**src/rtl/shift_sequencer.sv**
```systemverilog
// rtl/shift_sequencer.sv - multi-pass issue stage extending a 5-bit barrel shifter to 8-bit amounts
//
// Purpose: accepts one shift command at a time, drives an external 32-bit
// barrel shifter with one or two passes of at most 31 positions, feeds each
// pass result back as the next operand, and presents the final result.
// Amounts of 32 or more saturate (two passes: 31 then 1).
//
// Ports:
//   i_clk, i_rst            clock, synchronous active-high reset
//   i_valid / o_ready       command handshake
//   i_data, i_shift_amt     operand and 8-bit shift amount
//   i_shift_left, i_signed  direction and arithmetic-right flag
//   o_sh_data, o_sh_shift_amt, o_sh_shift_left, o_sh_signed   shifter drive
//   i_sh_data               shifter result, SH_LAT cycles after drive
//   o_valid / i_ready       result handshake
//   o_data                  final shifted result
module shift_sequencer #(
   parameter int SH_LAT = 1
) (
   input  logic        i_clk,
   input  logic        i_rst,
   input  logic        i_valid,
   output logic        o_ready,
   input  logic [31:0] i_data,
   input  logic [7:0]  i_shift_amt,
   input  logic        i_shift_left,
   input  logic        i_signed,
   output logic [31:0] o_sh_data,
   output logic [4:0]  o_sh_shift_amt,
   output logic        o_sh_shift_left,
   output logic        o_sh_signed,
   input  logic [31:0] i_sh_data,
   output logic        o_valid,
   input  logic        i_ready,
   output logic [31:0] o_data
);

   typedef enum logic [1:0] {
      IDLE = 2'd0,
      RUN  = 2'd1,
      DONE = 2'd2
   } state_t;

   localparam logic [1:0] LAT = 2'(SH_LAT);

   state_t      state_q, state_d;
   logic [31:0] op_q, op_d;
   logic [5:0]  rem_q, rem_d;
   logic [1:0]  wcnt_q, wcnt_d;
   logic        left_q, left_d;
   logic        signed_q, signed_d;
   logic [4:0]  pass_amt;

   // Each pass covers at most 31 positions; the remainder goes to the next pass.
   always_comb begin
      pass_amt = (rem_q >= 6'd31) ? 5'd31 : rem_q[4:0];
   end

   always_comb begin
      state_d  = state_q;
      op_d     = op_q;
      rem_d    = rem_q;
      wcnt_d   = wcnt_q;
      left_d   = left_q;
      signed_d = signed_q;
      case (state_q)
         IDLE: begin
            if (i_valid) begin
               state_d  = RUN;
               op_d     = i_data;
               left_d   = i_shift_left;
               signed_d = i_signed;
               // Clamping to 32 gives saturating results with exactly two passes.
               rem_d    = (i_shift_amt >= 8'd32) ? 6'd32 : i_shift_amt[5:0];
               wcnt_d   = 2'd0;
            end
         end
         RUN: begin
            if (wcnt_q == LAT) begin
               op_d   = i_sh_data;
               rem_d  = rem_q - {1'b0, pass_amt};
               wcnt_d = 2'd0;
               // A zero amount still takes one pass, so test the remainder after subtraction.
               if (rem_q == {1'b0, pass_amt}) begin
                  state_d = DONE;
               end
            end else begin
               wcnt_d = wcnt_q + 2'd1;
            end
         end
         DONE: begin
            if (i_ready) begin
               state_d = IDLE;
            end
         end
         default: begin
            state_d = IDLE;
         end
      endcase
   end

   always_ff @(posedge i_clk) begin
      if (i_rst) begin
         state_q  <= IDLE;
         op_q     <= 32'h0;
         rem_q    <= 6'd0;
         wcnt_q   <= 2'd0;
         left_q   <= 1'b0;
         signed_q <= 1'b0;
      end else begin
         state_q  <= state_d;
         op_q     <= op_d;
         rem_q    <= rem_d;
         wcnt_q   <= wcnt_d;
         left_q   <= left_d;
         signed_q <= signed_d;
      end
   end

   // o_ready is gated by reset so no command is accepted while reset is held.
   assign o_ready         = (state_q == IDLE) && !i_rst;
   assign o_valid         = (state_q == DONE);
   assign o_data          = op_q;
   assign o_sh_data       = op_q;
   assign o_sh_shift_amt  = (state_q == RUN) ? pass_amt : 5'd0;
   assign o_sh_shift_left = left_q;
   assign o_sh_signed     = signed_q;

endmodule

```
**config.mk**
```make
export PLATFORM = sky130hd
export DESIGN_NAME = shift_sequencer
export DESIGN_NICKNAME = d
export VERILOG_FILES = /design/src/rtl/shift_sequencer.sv
export SDC_FILE = /design/constraint.sdc
export NUM_CORES = 1
export LEC_CHECK = 0
export BUFFER_PORTS_ARGS = -buffer_cell sky130_fd_sc_hd__clkbuf_2
export CAP_MARGIN = 10
export CORE_ASPECT_RATIO = 0.7
export CORE_MARGIN = 10
export CORE_UTILIZATION = 39
export DETAILED_ROUTE_END_ITERATION = 12
export PLACE_DENSITY = 0.76
export SLEW_MARGIN = 20
export SYNTH_ARGS = -nofsm -noshare
export SYNTH_HDL_FRONTEND = slang
export SYNTH_SLANG_ARGS = --single-unit
```
**constraint.sdc**
```tcl
create_clock -name i_clk -period 1.76 [get_ports i_clk]
set_input_delay 0.352 -clock i_clk [delete_from_list [all_inputs] [get_ports i_clk]]
set_output_delay 0.352 -clock i_clk [all_outputs]
set_load 0.1 [all_outputs]
```
### After elaboration in Yosys (flattened, before gate mapping)

Cells that the tools add are included.

| word-level totals | value |
|---|---|
| register bits after elaboration | 44 |
| input port bits | 78 |

| cells by class | value |
|---|---|
| add/sub/neg operators | 2 |
| magnitude comparators | 2 |
| equal/unequal tests | 8 |
| mux-type cells | 17 |
| reduce and logical (&&, ||, !) cells | 8 |

Operator list:

| kind | number |
|---|---|
| 2-to-1 mux 32 bit | 2 |
| case mux 32 bit (2 select lines) | 1 |
| 2-to-1 mux 6 bit | 3 |
| 2-to-1 mux 2 bit | 6 |
| case mux 6 bit (2 select lines) | 1 |
| 2-to-1 mux 5 bit | 2 |
| >= comparator 8 x 6 -> 1 bit, second input constant | 1 |
| == test 6 x 5 -> 1 bit | 1 |
| >= comparator 6 x 5 -> 1 bit, second input constant | 1 |
| inequality test 2 bit, second input constant | 3 |
| case mux 2 bit (3 select lines) | 1 |
| subtractor 6 x 5 -> 6 bit | 1 |
| == test 2 x 1 -> 1 bit, second input constant | 2 |
| case mux 2 bit (2 select lines) | 1 |
| AND reduction 2 bit | 2 |
| AND reduction 4 bit | 1 |
| AND reduction 3 bit | 1 |
| adder 2 x 1 -> 2 bit, second input constant | 1 |
| == test 2 bit, second input constant | 1 |
| zero test 2 bit | 1 |
| inequality test 2 x 1 -> 1 bit, second input constant | 1 |
| nonzero test 2 bit | 1 |
| logical AND 1 bit | 1 |
| zero test 1 bit | 1 |

### Depth between registers and ports, before layout

| logic depth | value |
|---|---|
| depth in word-level cells | 6 |
| mapped depth | 7 |
| depth with buffers taken out | 6 |

### Worst setup path after synthesis

Ideal clock, no wire load.

| timing path | value |
|---|---|
| path type | input to output |
| from | in i_rst |
| to | out o_ready |
| arrival time | 2.854 ns |
| data required time | 1.408 ns |
| path slack | -1.446 ns |
| cell stages on the path | 3 |
| cells stage by stage | clkbuf_1 -> buf_1 -> nor3_1 |

| between the ends | value |
|---|---|
| word-level cells in the longest chain between the ends | 2 |

RTL lines:

| item | RTL line | text |
|---|---|---|
| start, declared | 21 | `input logic i_rst,` |
| zero test 1 bit | 121 | `assign o_ready = (state_q == IDLE) && !i_rst;` |
| logical AND 1 bit | 121 |  |
| end, declared | 23 | `output logic o_ready,` |

Every way passes these cells.

### Worst setup path in the final report

| timing path | value |
|---|---|
| from | reg state_q[0] |
| to | out o_sh_shift_amt[4] |

| between the ends | value |
|---|---|
| word-level cells in the longest chain between the ends | 2 |

RTL lines:

| item | RTL line | text |
|---|---|---|
| start, declared | 46 | `state_t state_q, state_d;` |
| start signal, assigned | 111 | `state_q <= state_d;` |
| == test 2 x 1 -> 1 bit | 125 | `assign o_sh_shift_amt = (state_q == RUN) ? pass_amt : 5'd0;` |
| 2-to-1 mux 5 bit | 125 |  |
| end, declared | 29 | `output logic [4:0] o_sh_shift_amt,` |

Every way passes these cells.

==> flow_results.org <==
** Setup path
- The worst setup path is launched from a flop.
- Arrival time of data at the critical path endpoint :: 1.32 ns
- Required @ worst endpoint :: around 1.4 ns
- The worst register-to-register path ends at rem_q[4].
- Worst Setup End Kind :: output port
- Kind of critical path :: reg -> out
- In this run the worst path has a maximum fanout of 6.
- Worst-case register-to-register setup slack :: 0.12 ns
- Count of cells along the worst register-to-register path :: 7
- Beginning of the worst register-to-register path :: state_q[0]

** Final layout
- Most frequent cells in the layout :: 143 x sky130_fd_sc_hd__clkbuf_2, 43 x sky130_fd_sc_hd__dfxtp_1, 41 x sky130_fd_sc_hd__nor2_1, 32 x sky130_fd_sc_hd__mux2i_1, 27 x sky130_fd_sc_hd__a211oi_2
- Leaving out fill and tap cells, the most frequent cell in the layout is sky130_fd_sc_hd__clkbuf_2.
- In the final layout, the share of cells above drive strength 1 is 55.5%.
- Fin nets :: around 460
- The repair_antennas step left the layout with diodes totalling 0.
- Counting the fill cells in the layout gives 563.
- Layout Area Growth over Synthesis :: 36.4%
- At the end of the flow the core is filled with cells to 55.1%.

** Min path
- Hold depth :: 3
- Worst min path class :: in -> reg
- Endpoint of the worst hold-timing path :: o_sh_shift_left
- Startpoint of the most critical hold path :: i_shift_left

** Yosys
- Synthesis handed over a netlist of between 200 and 300 instances.
- The synthesized netlist devotes 0.987% of its cell area to adder and majority cells.
- Main flop type after synthesis :: sky130_fd_sc_hd__dfxtp_1
- Sequential elements use 34.7% of the synthesized area.
- Mapped Nets :: 340
- The synthesized netlist devotes about an eighth of its cell area to simple gates.
- Mapped Area :: 2540 µm²
- Synthesized-area fraction occupied by xor and xnor cells :: 0.345%
- Summing the areas of all compound-gate instances in the mapped netlist gives 23.2% of the synthesized area.
- Post-synth cell types :: 37
- Of the post-synthesis cell area, the part taken by muxes is about an eighth.
- In this run the mean area of a mapped cell was 9.75 µm².
- Of all flip-flops after synthesis, the portion carrying an async set or reset was 0%.
- During synthesis, Yosys emitted a total of 0 warnings.
- Main combinational cell family by area after synthesis :: compound AO/OA/AOI/OAI gates
- Counting flops and latches in the post-synthesis netlist gives 44.
- In this run, synthesis inferred 0 flip-flops with an integrated enable.

** CTS
- TritonCTS built the clock tree.
- At the later pin of the worst-skew pair, clock insertion delay measures around 0.29 ns.
- # H-tree levels :: 2
- CTS placed an instance of sky130_fd_sc_hd__clkbuf_8 at the clock tree root.
- Number of clock sinks seen by CTS :: between 40 and 50
- # hold bufs at CTS :: 0
- Clock-pin slew on the worst setup and hold paths :: 0.09 ns
- Clock buffer count from CTS :: 5
- The clock passes through at most 2 buffers.

** Placed design
- Port buffer count :: 150
- Routability-driven placement finished with a final weighted congestion of 0.770.
- DP Wirelength :: 5790 µm

** Pwr
- Leakage dissipation :: approximately 1.6 nW
- VDD IR-drop max :: 0.000663 V
- Power per standard cell area :: 1350 nW/µm²

** Global route
- The first global-routing pass estimated between 10,000 and 15,000 µm of wire.
- Vias in the first global route :: approximately 2,300
- Entering global routing, the biggest net connects 46 pins.
- The initial antenna violation count was 0.
- Overflow after GRT :: 0
- Across every metal layer, demand over resource in global routing totals 13.6%.

** STA
- For the pin with the worst max-slew slack, the measured transition is 0.557 ns.
- Post-route fraction of the period consumed by the critical path :: 94.7%
- Number of setup violations in the final report :: 0
- Worst clock skew :: 0.00824 ns
- Setup repair after global routing left no endpoint under its margin.
- Final hold viol count :: 0
- Achievable Freq :: about 600 MHz
- The number of pins exceeding their max-slew limit in the final report was 0.
- Rel. slew slack :: 63.1%
- The worst path needs ~1.7 ns of the cycle, external delays included.
- Adding up every negative setup slack in the final design gives 0 ns.

** Die
- Die X-Extent :: 116 µm
- Core Footprint :: 6280 µm²
- Once the floorplan was initialized, standard cells occupied roughly two fifths of the core.
- The die covers 10,200 µm².
- Die Y :: roughly 90 µm
- Top Ports :: 151
- In this run the core area contains 24 standard-cell rows.

** Drt
- In the routed design, unresolved DRC markers number 0.
- DR vias :: 2,251
- Routed wire length :: 7420 µm
- For this run, the detailed router's first-pass iteration total came to 4.
- Detail-routed net length per standard cell :: around 16 µm
- DRT antenna net count :: 0
- First-iteration detailed-routing DRC count :: 84
- After detailed routing, the number of vias per cell comes to ~4.9.

** Flow run
- Max-cap violations in this run came to 0.

** Status
- The run finished with clean final reports.
-- cell usage after synthesis (3+ instances only) --
cell	count	area share (%)
sky130_fd_sc_hd__buf_1	3	0.44
sky130_fd_sc_hd__dfxtp_1	44	35
sky130_fd_sc_hd__a211oi_2	27	13
sky130_fd_sc_hd__a211oi_1	9	2.7
sky130_fd_sc_hd__nor2_1	41	6.1
sky130_fd_sc_hd__mux2i_1	32	13
sky130_fd_sc_hd__a21oi_1	9	1.8
sky130_fd_sc_hd__clkbuf_1	3	0.44
sky130_fd_sc_hd__nand2_1	5	0.74
sky130_fd_sc_hd__o21ai_0	3	0.59
sky130_fd_sc_hd__buf_4	36	11
sky130_fd_sc_hd__buf_2	5	0.99
sky130_fd_sc_hd__nor3_1	4	0.79
sky130_fd_sc_hd__o21a_1	6	1.8
sky130_fd_sc_hd__buf_8	3	1.8
sky130_fd_sc_hd__nand2b_1	3	0.74
-- per-stage QoR --
| stage | hold WS [ns] | worst slack [ns] | area [µm²] | instances | power, mW |
|---|---|---|---|---|---|
| global route | 0.287 | 0.0260 | 3460 | 458 | 4.86 |
| global placement | 0.467 | 0.288 | 3290 | 446 | 3.85 |
| detailed placement | 0.490 | 0.207 | 3290 | 446 | 3.89 |
| CTS | 0.270 | 0.0774 | 3450 | 457 | 4.71 |
| finish | 0.278 | 0.0928 | 3460 | 458 | 4.67 |
| floorplan | 0.460 | -0.135 | 2590 | 260 | 3.56 |
-- final cells by class --
cell class                      count  area [µm²]  share of cell area [%]
Sequential cell                    44         882                    25.5
Clock buffer                        5        68.8                    1.99
Multi-Input combinational cell    163        1330                    38.4
Clock inverter                      3        42.5                    1.23
Timing Repair Buffer              163        1030                    29.8
Inverter                            2        7.51                   0.217
Tap cell                           78        97.6                    2.82
-- flip-flops by register name, summed over array words and instances, names as in the netlist --
| name | flops |
|---|---|
| o_data | 32 |
| o_sh_signed | 1 |
| o_sh_shift_left | 1 |
| wcnt_q | 2 |
| state_q | 2 |
| rem_q | 6 |
-- worst max-delay path, stage by stage (launching register included) --
cell and delay (ns):
sky130_fd_sc_hd__dfxtp_2 0.39, sky130_fd_sc_hd__nor2b_4 0.19, sky130_fd_sc_hd__buf_12 0.14, sky130_fd_sc_hd__o21a_4 0.13, sky130_fd_sc_hd__buf_12 0.17
-- metal layers --
layer | vias up | wire [µm] | track usage [%] | part of all wire [%]
met5 | - | 0 | 0 | 0
met4 | 0 | 19 | 2.83 | 0.26
met3 | 2 | 1040 | 6.89 | 14
met2 | 106 | 3430 | 22.0 | 46
met1 | 1014 | 2940 | 15.8 | 40
li1 | 1129 | - | - | -
-- worst max-delay path by stage --
| stage | slack [ns] | end | startpoint |
|---|---|---|---|
| finish | 0.09 | o_sh_shift_amt[4] | state_q[0] |
| detailed placement | 0.21 | o_sh_shift_amt[4] | state_q[0] |
| CTS | 0.08 | o_sh_shift_amt[4] | state_q[0] |
| global placement | 0.29 | o_sh_shift_amt[0] | state_q[0] |
| global route | 0.03 | rem_q[4] | state_q[0] |
| floorplan | -0.13 | o_ready | i_rst |
-- repair_timing --
item                                    4_1_cts  5_1_grt
resized for setup                             1        1
buffers inserted                              2        1
endpoints found under the setup margin        5        1
pin swaps                                     0        1
gates cloned                                  1        0
-- power by group --
part           internal [mW]  switching (mW)  total (mW)
Combinational          0.573            2.08        2.65
Clock                  0.420           0.359       0.779
Sequential              1.12           0.111        1.24
Total                   2.12            2.55        4.67
-- cells by family (layout without fill, tap and decap cells) --
| logic type | Yosys count | after routing |
|---|---|---|
| buffers and inverters | 53 | 173 |
| DFF | 44 | 44 |
| AOI/OAI and AO/OA | 63 | 63 |
| muxes | 32 | 32 |
| xor gates and xnor gates | 1 | 1 |
| and+or+nand+nor | 65 | 65 |
| adders and majority gates | 2 | 2 |
Note: power is estimated with default switching activity, not from simulation.
